`src/rtl/cacheline_adaptor.sv`:
```
// rtl/cacheline_adaptor.sv - 256-bit cache line <-> 4 x 64-bit memory burst adaptor
//
// Ports:
//   clk, rst              clock; synchronous active-high reset
//   line_i / line_o       writeback line from cache / assembled fill line to cache
//   address_i, read_i,    cache line address and request strobes (held until resp_o)
//   write_i, resp_o       resp_o is a one-cycle completion pulse
//   burst_i / burst_o     64-bit read beat from memory / write beat to memory
//   address_o             32-byte aligned burst address to memory
//   read_o, write_o       memory burst request
//   resp_i                memory beat strobe, one beat per high cycle
module cacheline_adaptor (
    input  logic         clk,
    input  logic         rst,
    input  logic [255:0] line_i,
    output logic [255:0] line_o,
    input  logic [31:0]  address_i,
    input  logic         read_i,
    input  logic         write_i,
    output logic         resp_o,
    input  logic [63:0]  burst_i,
    output logic [63:0]  burst_o,
    output logic [31:0]  address_o,
    output logic         read_o,
    output logic         write_o,
    input  logic         resp_i
);

    typedef enum logic [1:0] {
        IDLE = 2'd0,
        RD   = 2'd1,
        WR   = 2'd2,
        DONE = 2'd3
    } state_e;

    state_e        state_q, state_d;
    logic [1:0]    cnt_q, cnt_d;
    logic [255:0]  buf_q, buf_d;
    logic [255:0]  line_q, line_d;
    logic [31:0]   addr_q, addr_d;
    logic [7:0]    beat_base;

    // Bit offset of the current beat within the line.
    assign beat_base = {cnt_q, 6'b0};

    always_ff @(posedge clk) begin
        if (rst) begin
            state_q <= IDLE;
            cnt_q   <= 2'd0;
            buf_q   <= '0;
            line_q  <= '0;
            addr_q  <= '0;
        end else begin
            state_q <= state_d;
            cnt_q   <= cnt_d;
            buf_q   <= buf_d;
            line_q  <= line_d;
            addr_q  <= addr_d;
        end
    end

    always_comb begin
        state_d = state_q;
        cnt_d   = cnt_q;
        buf_d   = buf_q;
        line_d  = line_q;
        addr_d  = addr_q;
        case (state_q)
            IDLE: begin
                // Writeback wins when both requests are present; the fill
                // request stays asserted and is taken after DONE.
                if (write_i) begin
                    buf_d   = line_i;
                    addr_d  = address_i & 32'hFFFF_FFE0;
                    cnt_d   = 2'd0;
                    state_d = WR;
                end else if (read_i) begin
                    addr_d  = address_i & 32'hFFFF_FFE0;
                    cnt_d   = 2'd0;
                    state_d = RD;
                end
            end
            RD: begin
                if (resp_i) begin
                    line_d[beat_base +: 64] = burst_i;
                    cnt_d = cnt_q + 2'd1;
                    if (cnt_q == 2'd3) begin
                        state_d = DONE;
                    end
                end
            end
            WR: begin
                if (resp_i) begin
                    cnt_d = cnt_q + 2'd1;
                    if (cnt_q == 2'd3) begin
                        state_d = DONE;
                    end
                end
            end
            DONE: begin
                state_d = IDLE;
            end
            default: begin
                state_d = IDLE;
            end
        endcase
    end

    always_comb begin
        read_o  = (state_q == RD);
        write_o = (state_q == WR);
        resp_o  = (state_q == DONE);
    end

    assign address_o = addr_q;
    assign line_o    = line_q;
    // Write beat follows the counter directly so it is valid in the same
    // cycle memory strobes it.
    assign burst_o   = buf_q[beat_base +: 64];

endmodule

```
`config.mk`:
```
export PLATFORM = sky130hd
export DESIGN_NAME = cacheline_adaptor
export DESIGN_NICKNAME = d
export VERILOG_FILES = /design/src/rtl/cacheline_adaptor.sv
export SDC_FILE = /design/constraint.sdc
export NUM_CORES = 1
export LEC_CHECK = 0
export BUFFER_PORTS_ARGS = -buffer_cell sky130_fd_sc_hd__buf_2
export CAP_MARGIN = 0
export CORE_AREA = 2 2 277 279
export CTS_BUF_LIST = sky130_fd_sc_hd__clkbuf_4 sky130_fd_sc_hd__clkbuf_8
export DETAILED_ROUTE_END_ITERATION = 6
export DIE_AREA = 0 0 279 281
export SLEW_MARGIN = 30
export SYNTH_ARGS = -nofsm -noshare
export SYNTH_HDL_FRONTEND = slang
export SYNTH_SLANG_ARGS = --single-unit
```
`constraint.sdc`:
```
create_clock -name clk -period 3.1 [get_ports clk]
set_input_delay 0.62 -clock clk [delete_from_list [all_inputs] [get_ports clk]]
set_output_delay 0.62 -clock clk [all_outputs]
set_load 0.01 [all_outputs]
```
# Word-level counts from Yosys, hierarchy flattened
# Index checks and enable logic that the tools add are counted.
# Widths: inputs -> output; s select.
[classes] add_sub_neg=2 eq_ne=7 n_shift=3 n_mux=12 reduce_logical=9
[op_table] operator="$bwmux 256" n=1
[op_table] operator="$shift 64x10->256 const A" n=1
[op_table] operator="$shiftx 256x9->64" n=1
[op_table] operator="$shiftx 64x10->256" n=1
[op_table] operator="$mux 32" n=2
[op_table] operator="$mux 2" n=7
[op_table] operator="$neg 8->10" n=1
[op_table] operator="$eq 2x2->1 const B" n=3
[op_table] operator="$pmux 2 s3" n=1
[op_table] operator="$reduce_and 2->1" n=3
[op_table] operator="$reduce_and 3->1" n=2
[op_table] operator="$ne 2x1->1 const B" n=2
[op_table] operator="$pmux 2 s2" n=1
[op_table] operator="$reduce_bool 2->1" n=2
[op_table] operator="$ne 3x3->1 const B" n=1
[op_table] operator="$add 2x1->2 const B" n=1
[op_table] operator="$eq 2x1->1 const B" n=1
[op_table] operator="$logic_not 2->1" n=1
[op_table] operator="$reduce_or 2->1" n=1
[totals] ff_bits=548 in_bits=357 output_inout_bits=355 wordCells=38

# Longest topological paths before layout
[logic_depth] depth_word=4 depth_mapped=9 depth_no_buf=5

# Worst setup path after synthesis
# No wires, ideal clock.
[synth_timing] path_type="register to register" start="reg cnt_q[1]" end="reg line_q[10], in the netlist line_o[10]" setup_ns=0.128 arrival_ns=2.227 required_ns=2.972 path_slack_ns=0.745 stages_incl_launch_ff=10 path_buffers=4 period_less_slack_ns=2.355 path_cell_list="dfxtp_1 > buf_2 > buf_1 > inv_1 > ha_1 > and4bb_2 > buf_4 > buf_6 > a32oi_1 > nor2_1"
[synth_via] elab_chain_len=3 word_cells_on_any_way=4 classes_between="add/sub: 1; shift: 2; mux: 1"
[synth_lines] item="start, declared" line_no="37" text="logic [1:0] cnt_q, cnt_d;"
[synth_lines] item="start signal, assigned" line_no="55" text="cnt_q <= cnt_d;"
[synth_lines] item="$neg 8->10 (*)" line_no="85" text="line_d[beat_base +: 64] = burst_i;"
[synth_lines] item="$shiftx 64x10->256 / $shift 64x10->256 (equally long branches)" line_no="85"
[synth_lines] item="$bwmux 256 (*)" line_no="85"
[synth_lines] item="end signal, assigned" line_no="57" text="line_q <= line_d;"
[synth_lines] item="end, declared" line_no="39" text="logic [255:0] line_q, line_d;"
# Mark *: on every way between the ends. The rest lies on a longest branch, timed or not.
# A chain may end at the register's enable or synchronous reset.

# Worst setup path after layout
[layout_timing] start="reg cnt_q[0]" end="out burst_o[0]"
[layout_via] elab_chain_len=1
[layout_lines] item="$shiftx 256x9->64" line_no="119" text="assign burst_o = buf_q[beat_base +: 64];"
[layout_lines] item="end, declared" line_no="22" text="output logic [63:0] burst_o,"
# Every way passes these cells.

==> impl_metrics.py <==
metrics = {
    "route": {
        "wire_per_inst_um": 18.3,
        "drtPass1Iterations": 5,
        "routed_wl_um": 74700,
        "via_count": 19479,
        "drtIter0Drc": 1108,
        "vias_per_cell": 4.78,
        "ant_nets": 0,
        "drc": 0,
    },
    "sta": {
        "setup_viol_count_final": 0,
        "worst_slack_ps": 134,
        "drv_slew": 0,
        "hold_violations": 0,
        "setup_tns_ps": 0,
        "fmax_mhz": 337,
        "fin_crit_sh": 0.957,
        "worstMarginPinSlew_ps": 1050,
        "slew_headroom": 0.301,
        "fin_skew_ps": 30.0,
        "rsz0062_at_grt": "true",
        "fin_crit_ps": 2970,
    },
    "clock_tree": {
        "clk-insertion-delay-late_ps": 670,
        "post_cts.repair.setup_buffers": 0,
        "clk_transition_reported_paths_ps": 60,
        "htree_num_levels": 3,
        "ctsHoldBuffers": 0,
        "cts_tree": "yes",
        "cts_buffer_depth": 3,
        "cts_inserted_buffers": 94,
        "clock_sinks": 543,
        "root_buffer": "clkbuf_8",
    },
    "setup_path": {
        "slowest_stage": "mux4_2",
        "crit_type": "register to output port",
        "arrival_ps": 2350,
        "rr_endpoint": "line_o[120]",
        "worstRegToRegCells": 6,
        "reg2reg_slack_ps": 480,
        "crit_family": "multiplexers",
        "cp_cell_sequence": "buf_16, mux4_2, buf_2",
        "crit_cells": 3,
        "crit_required_ps": 2480,
        "endpoint": "burst_o[0]",
        "path_max_fanout": 40,
        "startpoint_type": "register",
        "regToRegStartpoint": "cnt_q[0]",
        "critPathMaxStageDelay_ps": 640,
        "cp.buffers_inverters": 2,
        "endpoint_kind": "output port",
        "critPathLaunch": "cnt_q[0]",
    },
    "layout": {
        "finalInstanceArea_mm2": 0.0276,
        "drive_above_1_share": 0.363,
        "fin_cells": 4077,
        "nNetsFinal": 3391,
        "syn2layout_area_growth_pct": 30.1,
    },
    "synth": {
        "synth_seq_cells": 543,
        "synth_cells": 2384,
        "synth_area_leader_cell": "dfxtp_1",
        "yosysSeqAreaShare": 0.513,
        "synth_simple_gate_area_frac": 0.205,
        "synthTopCellsByArea": "dfxtp_1, nand2_1, a21oi_1",
        "synth_cell_types": 38,
        "dominantRegCellSynth": "dfxtp_1",
        "synthesis.area_mm2": 0.0212,
        "postSynthAreaPerCell_um2": 8.88,
        "synth-edff-count": 0,
        "synth_top_family_by_area": "simple AND/OR/NAND/NOR gates",
        "synthMuxAreaShare": 0.0681,
        "synth_fa_ha_area_frac": 0.00709,
        "synth-xor-area-share": 0,
        "synthArstFlopShare": 0,
        "ys_warn_count": 0,
        "netlist.area_leader.share": 0.513,
        "synth_compound_area_frac": 0.153,
    },
    "floorplanning": {
        "num_io_pins": 712,
        "core_mm2": 0.0754,
        "die_h_um": 281,
        "initial_core_util": 0.281,
        "die_area_mm2": 0.0784,
        "fp.dieW_um": 279,
        "row_count": 101,
    },
    "run_status": {
        "outcome": "complete, no violations",
    },
    "place": {
        "dp_hpwl_um": 51500,
        "gp_congestion": 0.836,
        "dp_cells": 3904,
        "portBuffers": 701,
        "place_ws_ps": 464,
        "post_dp_cell_area_mm2": 0.0255,
    },
    "global_routing": {
        "grt_max_degree": 185,
        "grt-ovfl-total": 0,
        "grt_antenna_before_repair": 20,
        "grt_pass1_wl_um": 112000,
        "grtUsageTotal": 0.183,
        "grt_pass1_vias": 18851,
    },
    "job": {
        "cap_violations": 0,
    },
    "power_and_ir_drop": {
        "peakVddDrop_v": 0.000736,
        "p_per_area_mw_per_mm2": 752,
        "p_leak_nw": 11.5,
    },
    "hold_path": {
        "hp-class": "primary input to register",
    },
}
synthesized netlist by cell type, types with 3 or more instances:
cell type	instances
nand3_2	60
a21oi_1	316
buf_1	21
ha_1	12
a21oi_2	60
o21ai_0	96
a32oi_1	64
buf_6	8
mux4_2	64
clkbuf_1	115
buf_2	50
and3_1	3
o21ai_1	8
buf_12	6
buf_4	15
nand2_1	714
nand3_1	135
dfxtp_1	543
inv_1	4
nor2_1	64
timing repair:
action	4_1_cts	5_1_grt
pin swaps	0	0
resized for setup	1	2
endpoints found under the setup margin	5	4
state kept, by name (all words and copies together) (netlist names):
name       flops
address_o     27
buf_q        256
cnt_q          2
line_o       256
state_q        2
through the flow:
| step | hold slack [ps] | total power, mW | util |
|---|---|---|---|
| 5_1_grt | 112 | 21.9 | 0.365 |
| 2_1_floorplan | 433 | 12.0 | - |
| 3_5_place_dp | 442 | 13.8 | 0.338 |
| 6_report | 177 | 20.7 | 0.365 |
| 3_3_place_gp | 437 | 13.8 | 0.338 |
| 4_1_cts | 69.0 | 21.0 | 0.365 |
worst min-delay path, cell delays in order:
cell and delay (ps):
buf_2 100, nand2_1 40, a21oi_1 50
cell families after synthesis:
logic type / count (synthesis)
buffers and inverters: 222
adders and majority gates: 12
and+or+nand+nor: 991
DFF: 543
muxes: 64
AOI/OAI and AO/OA: 551
other: 1
how the worst min path moves through the flow:
stage	slack [ps]	start	end	cells after the start
detailed placement	440	line_o[92]	line_o[92]	2
finish	180	line_i[151]	buf_q[151]	3
global placement	440	line_o[220]	line_o[220]	2
floorplan	430	buf_q[128]	buf_q[128]	2
global route	110	line_i[151]	buf_q[151]	3
CTS	70	line_i[151]	buf_q[151]	3
power by group:
group | internal (mW) | total [mW] | switching (mW) | leakage (nW)
Clock | 4.01 | 7.06 | 3.05 | 1.09
Combinational | 2.02 | 5.49 | 3.47 | 5.95
Sequential | 7.76 | 8.17 | 0.414 | 4.42
cells in the final DEF (no fill, tap or decap), types with 3 or more instances in the layout:
master,instances
nand2_1,711
buf_4,38
ha_1,12
clkbuf_8,115
diode_2,8
clkinv_2,8
o21ai_0,96
a32oi_1,64
nand3_2,64
nand3_1,131
a21oi_2,60
dfxtp_1,541
nor2_1,64
conb_1,5
o21ai_1,8
buf_2,699
buf_12,14
bufinv_16,3
mux4_2,64
inv_1,4
clkbuf_4,34
a21oi_1,316
routing by layer:
metal  up-vias  wire length [µm]  GRT usage
met4        18              2760     0.0783
met3       167              6920     0.0697
met1      9110             29400      0.208
li1       9451                 -          -
met5         -               116          0
met2       733             35500      0.306
final cells by class:
cell class	instances	area, µm²
Sequential cell	543	10900
Timing Repair Buffer	755	4130
Fill cell	7863	47900
Clock inverter	16	184
Tap cell	978	1220
Multi-Input combinational cell	1623	9260
Clock buffer	149	1840
Inverter	5	21.3
Antenna cell	8	20.0
No activity file was read; power rests on OpenSTA's default activity.
